--- src/rtl/xbar_nxn.sv ---
// xbar_nxn: NCH x NCH valid/ready crossbar with per-output round-robin
// arbitration, one registered slot per output, conflict counter, sticky error.
// Ports: clk, rst_n (async, active-low);
//  input side  i_data, i_valid, i_dest, o_in_ready;
//  output side o_data, o_valid, o_src, i_out_ready;
//  status      o_conflict_cnt (saturating), o_err (bad destination seen).
module xbar_nxn #(
  parameter int DW  = 35,
  parameter int NCH = 4,
  parameter int CW  = 16,
  localparam int SW = (NCH > 2) ? $clog2(NCH) : 1
) (
  input  logic              clk,
  input  logic              rst_n,
  input  logic [NCH*DW-1:0] i_data,
  input  logic [NCH-1:0]    i_valid,
  input  logic [NCH*SW-1:0] i_dest,
  output logic [NCH-1:0]    o_in_ready,
  output logic [NCH*DW-1:0] o_data,
  output logic [NCH-1:0]    o_valid,
  output logic [NCH*SW-1:0] o_src,
  input  logic [NCH-1:0]    i_out_ready,
  output logic [CW-1:0]     o_conflict_cnt,
  output logic              o_err
);

  function automatic logic [SW-1:0] f_wrap(input int a, input int b);
    return SW'((a + b) % NCH);
  endfunction

  logic [DW-1:0]  w_din     [NCH];
  logic [SW-1:0]  w_dest    [NCH];
  logic [NCH-1:0] w_req     [NCH];
  logic [SW-1:0]  w_gnt_idx [NCH];
  logic [NCH-1:0] w_inr;
  logic [NCH-1:0] w_cap;
  logic [NCH-1:0] w_gnt_any;
  logic [NCH-1:0] w_rdy;
  logic           w_lose;
  logic           w_bad;

  logic [DW-1:0]  r_data [NCH];
  logic [SW-1:0]  r_src  [NCH];
  logic [SW-1:0]  r_ptr  [NCH];
  logic [NCH-1:0] r_valid;
  logic [CW-1:0]  r_cnt;
  logic           r_err;

  for (genvar g = 0; g < NCH; g++) begin : g_lane
    assign w_din[g]  = i_data[g*DW +: DW];
    assign w_dest[g] = i_dest[g*SW +: SW];
    assign w_inr[g]  = int'(w_dest[g]) < NCH;
    assign w_cap[g]  = !r_valid[g] || i_out_ready[g];
    assign o_data[g*DW +: DW] = r_data[g];
    assign o_src[g*SW +: SW]  = r_src[g];
  end

  // w_req[j][i]: input i wants output j this cycle
  always_comb begin
    w_gnt_any = '0;
    w_rdy     = '0;
    w_lose    = 1'b0;
    w_bad     = 1'b0;
    for (int j = 0; j < NCH; j++) begin
      w_req[j]     = '0;
      w_gnt_idx[j] = '0;
      for (int i = 0; i < NCH; i++) begin
        w_req[j][i] = i_valid[i] && w_inr[i] &&
                      (w_dest[i] == SW'(j));
      end
    end
    // first requester at or after ptr wins, only if slot can load
    for (int j = 0; j < NCH; j++) begin
      for (int k = 0; k < NCH; k++) begin
        if (w_cap[j] && !w_gnt_any[j] &&
            w_req[j][f_wrap(int'(r_ptr[j]), k)]) begin
          w_gnt_any[j] = 1'b1;
          w_gnt_idx[j] = f_wrap(int'(r_ptr[j]), k);
        end
      end
      if (w_gnt_any[j]) w_rdy[w_gnt_idx[j]] = 1'b1;
    end
    // bad destinations are swallowed; losers only count
    // when their output could actually have loaded
    for (int i = 0; i < NCH; i++) begin
      if (!w_inr[i]) w_rdy[i] = 1'b1;
      if (i_valid[i] && !w_inr[i]) w_bad = 1'b1;
      if (i_valid[i] && w_inr[i] && !w_rdy[i] &&
          w_cap[w_dest[i]]) w_lose = 1'b1;
    end
  end

  always_ff @(posedge clk or negedge rst_n) begin
    if (!rst_n) begin
      r_valid <= '0;
      r_cnt   <= '0;
      r_err   <= 1'b0;
      for (int j = 0; j < NCH; j++) begin
        r_data[j] <= '0;
        r_src[j]  <= '0;
        r_ptr[j]  <= '0;
      end
    end else begin
      for (int j = 0; j < NCH; j++) begin
        if (w_cap[j]) begin
          if (w_gnt_any[j]) begin
            r_valid[j] <= 1'b1;
            r_data[j]  <= w_din[w_gnt_idx[j]];
            r_src[j]   <= w_gnt_idx[j];
            r_ptr[j]   <= f_wrap(int'(w_gnt_idx[j]), 1);
          end else begin
            r_valid[j] <= 1'b0;
          end
        end
      end
      if (w_lose && r_cnt != {CW{1'b1}})
        r_cnt <= r_cnt + CW'(1);
      if (w_bad) r_err <= 1'b1;
    end
  end

  assign o_in_ready     = w_rdy;
  assign o_valid        = r_valid;
  assign o_conflict_cnt = r_cnt;
  assign o_err          = r_err;

endmodule

--- config.mk ---
export PLATFORM = sky130hd
export DESIGN_NAME = xbar_nxn
export DESIGN_NICKNAME = d
export VERILOG_FILES = /design/src/rtl/xbar_nxn.sv
export SDC_FILE = /design/constraint.sdc
export NUM_CORES = 1
export LEC_CHECK = 0
export BUFFER_PORTS_ARGS = -buffer_cell sky130_fd_sc_hd__buf_2
export CAP_MARGIN = 20
export CORE_MARGIN = 2
export CORE_UTILIZATION = 50
export DETAILED_ROUTE_END_ITERATION = 6
export MAX_ROUTING_LAYER = met4
export PLACE_DENSITY = 0.77
export SLEW_MARGIN = 15
export SYNTH_ARGS = -nofsm -noshare
export SYNTH_HDL_FRONTEND = slang
export SYNTH_SLANG_ARGS = --single-unit
--- constraint.sdc ---
create_clock -name clk -period 4.45 [get_ports clk]
set_input_delay 0.445 -clock clk [delete_from_list [all_inputs] [get_ports clk]]
set_output_delay 0.445 -clock clk [all_outputs]
set_load 0.01 [all_outputs]
==> impl_metrics.env <==
export IMPL_outcome="complete, no violations"
export IMPL_cts_repair_timing_setup_buffer_count=0
export IMPL_cts_hold_buf=0
export IMPL_syn_area_per_cell_um2=9.03
export IMPL_crit_required_ns=4.77
export IMPL_antenna_found_initial=6
export IMPL_cts_buffer_depth=2
export IMPL_ys_top_cells_by_count="248 x mux2i_1, 232 x nand2_1, 176 x dfrtp_1"
export IMPL_synth_lib_cells_used_distinct=62
export IMPL_fill_cells=2038
export IMPL_place_detailed_hpwl_um=26400
export IMPL_cp_startpoint="r_ptr[3]"
export IMPL_area_sequential_um2=4400
export IMPL_wl_per_cell_um=20.8
export IMPL_dieWidth_um=158
export IMPL_worst_ir_drop_vdd_uv=486
export IMPL_design_power_total_uw=9800
export IMPL_synth_enable_flop_cells=0
export IMPL_via_per_inst=6.07
export IMPL_path_clk_slew_ns=0.08
export IMPL_cts_htree_levels=4
export IMPL_setup_worst_path_start_class="flip-flop"
export IMPL_detail_route_wirelength_um=40100
export IMPL_multi_input_area_um2=7040
export IMPL_synth_seq_area_share_pct=37.2
export IMPL_synthesis_instances=1311
export IMPL_worst_clock_skew_ns=0.0154
export IMPL_buffer_ports_inserted=329
export IMPL_fin_crit_ns=3.77
export IMPL_power_per_standard_cell_area_nw_per_um2=682
export IMPL_path_cells="or2_2 -> o221ai_1 -> a211oi_1 -> or2_2 -> nor4b_1 -> o31ai_1 -> o311a_2 -> ha_1 -> a2111oi_2 -> a31oi_1 -> a32oi_2 -> buf_4 -> mux2_2"
export IMPL_unrepaired_setup_endpoints_after_global_routing="false"
export IMPL_fin_tns_setup_ns=0
export IMPL_ant_nets=0
export IMPL_final_period_utilization_pct=84.7
export IMPL_initial_core_util_pct=50.7
export IMPL_drt_pre_antenna_iters=5
export IMPL_sw_ratio_pct=43.9
export IMPL_critPathMostFrequentCell="or2_2"
export IMPL_cts_tree="built"
export IMPL_yosysTopAreaCell="dfrtp_1"
export IMPL_ys_flop_type="dfrtp_1"
export IMPL_critical_path_slowest_cell="dfrtp_1"
export IMPL_io_pins=331
export IMPL_critical_path_max_stage_delay_ns=0.56
export IMPL_hold_class="input port to asynchronous set/reset pin"
export IMPL_ff_latch_count_synth=176
export IMPL_nets=1757
export IMPL_yosysWarnings=0
export IMPL_layout_area_overhead_vs_synth_pct=21.4
export IMPL_kind_of_end_point_of_the_critical_path="flip-flop"
export IMPL_cts_repair_resized=0
export IMPL_worst_ep_arrival_time_ns=4.09
export IMPL_grt_max_degree=127
export IMPL_core_area_um2=23300
export IMPL_via_total_after_detailed_routing=11700
export IMPL_synth_top_area_share_pct=37.2
export IMPL_worst_skew_pair_late_latency_ns=0.44
export IMPL_p_int_uw=5500
export IMPL_clock_sinks=176
export IMPL_worst_reg2reg_path_startpoint="r_ptr[3]"
export IMPL_max_cap_violations=0
export IMPL_final_max_slew_viol_count=0
export IMPL_numCtsBuffers=17
export IMPL_detailedRoute_firstIterationViolations=771
export IMPL_grt_overflow=0
export IMPL_critPathMaxFanout=19
export IMPL_pwr_share_comb_pct=55.3
export IMPL_tightest_slew_ns=1.00
export IMPL_class_of_the_most_critical_setup_path="flip-flop to flip-flop"
export IMPL_grt_pass1_wl_um=61400
export IMPL_place_gp_congestion=0.909
export IMPL_share_seq_of_total_power_pct=28.9
export IMPL_groute_usage_overall_pct=32.7
export IMPL_power_static_leakage_uw=0.00766
export IMPL_drc=0
export IMPL_slew_headroom_pct=32.9
export IMPL_switchingPower_uw=4300
export IMPL_post_synth_main_area_contributors="dfrtp_1 37%, mux2i_1 21%, nand2_1 7.4%"
export IMPL_die_h_um=158
export IMPL_fmax_ghz=0.265
export IMPL_setup_violations=0
export IMPL_post_synthesis_instance_area_um2=11800
export IMPL_std_cell_rows=56
export IMPL_asyncSetResetFlopFracSynth_pct=100
export IMPL_grt_pass1_vias=11200
export IMPL_clock_root_buffer="clkbuf_16"
export IMPL_die_area_um2=24900
export IMPL_layout_drive_gt1_share_pct=28.1
export IMPL_relative_contribution_of_the_clock_network_to_total_power_pct=15.8
export IMPL_synth_net_count=1482
export IMPL_finalHoldViolations=0
export IMPL_synth_most_common_cell="mux2i_1"
## registers in the layout, summed over array words and instances (netlist names)
name / cells
o_data: 140
o_src: 8
r_ptr: 8
o_conflict_cnt: 16
o_valid: 4
## placed cells by master (no fill, tap or decap), types with 9 or more instances in the layout
cell,n
inv_1,12
diode_2,9
mux2_2,38
buf_4,26
nand3b_1,9
xnor2_1,10
dfrtp_1,176
o21ai_0,82
nand2_1,232
a21oi_1,13
nand3_1,55
clkbuf_16,17
mux2i_1,248
o221ai_1,72
ha_1,13
nor2_1,131
buf_2,328
## cells by family (layout without fill, tap and decap cells)
kind of cell,after synthesis,after routing,synth area share [%]
compound gates,213,213,12.5
xor+xnor,13,13,0.962
fa+ha+maj,13,13,1.37
buf+inv,112,400,3.98
flops,176,176,37.2
mux,292,292,25.7
other cells,1,10,0.0317
simple gates,491,491,18.2
## power groups by stage
| stage | sequential [uW] | combinational (uW) | clock, uW |
|---|---|---|---|
| floorplan | 3020 | 3320 | 0 |
| global placement | 2810 | 5240 | 0 |
| detailed placement | 2820 | 5370 | 0 |
| CTS | 2810 | 5380 | 1570 |
| global route | 2910 | 5810 | 1650 |
| finish | 2830 | 5420 | 1550 |
## worst max-delay path, delay by kind of cell (launching register included)
kind	cells	cell delay, ns
muxes	1	0.35
and+or+nand+nor	3	1.01
AOI/OAI and AO/OA	7	1.26
DFF	1	0.56
buffers and inverters	1	0.22
adders and majority gates	1	0.24
## routing by layer
metal / global-route usage [%] / up-vias / routed length (um) / share of wire [%]
li1: - / 5285 / - / -
met3: 5.78 / 106 / 3340 / 8.3
met4: 14.6 / 0 / 1540 / 3.8
met5: - / - / 0 / 0
met2: 49.9 / 590 / 18800 / 47
met1: 42.7 / 5713 / 16400 / 41
## area by class of cell
class / instances / area share (%)
diodes: 9 / 0.157
multi-input cells: 1023 / 49.0
clock buffers: 20 / 3.04
clock inverters: 12 / 1.04
inverters: 12 / 0.313
well taps: 319 / 2.78
flip-flops and latches: 176 / 30.6
repair buffers: 356 / 13.1
## stage by stage
step / cell area, um2 / setup slack [ns] / std cells / hold WS, ns / utilization [%]
after floorplan: 11800 / 0.490 / 1311 / 0.149 / -
after global placement: 13700 / 0.597 / 1885 / 0.458 / 58.9
after detailed placement: 13700 / 0.550 / 1885 / 0.459 / 58.9
after CTS: 14300 / 0.724 / 1917 / 0.241 / 61.4
after global routing: 14400 / 0.419 / 1924 / 0.0417 / 61.6
final: 14400 / 0.682 / 1927 / 0.00360 / 61.6
## worst paths after layout
kind                                          end  slack [ns]  cells after the start
max in group asynchronous               o_data[2]        3.27                      3
worst max register to register  o_conflict_cnt[1]        0.68                     13
worst min-delay path                   o_data[94]       0.004                      1
worst min register to register           o_src[0]        0.47                      2
worst max-delay path            o_conflict_cnt[1]        0.68                     13
min in group clk                      o_data[115]        0.38                      3
Note: power is estimated with default switching activity, not from simulation.
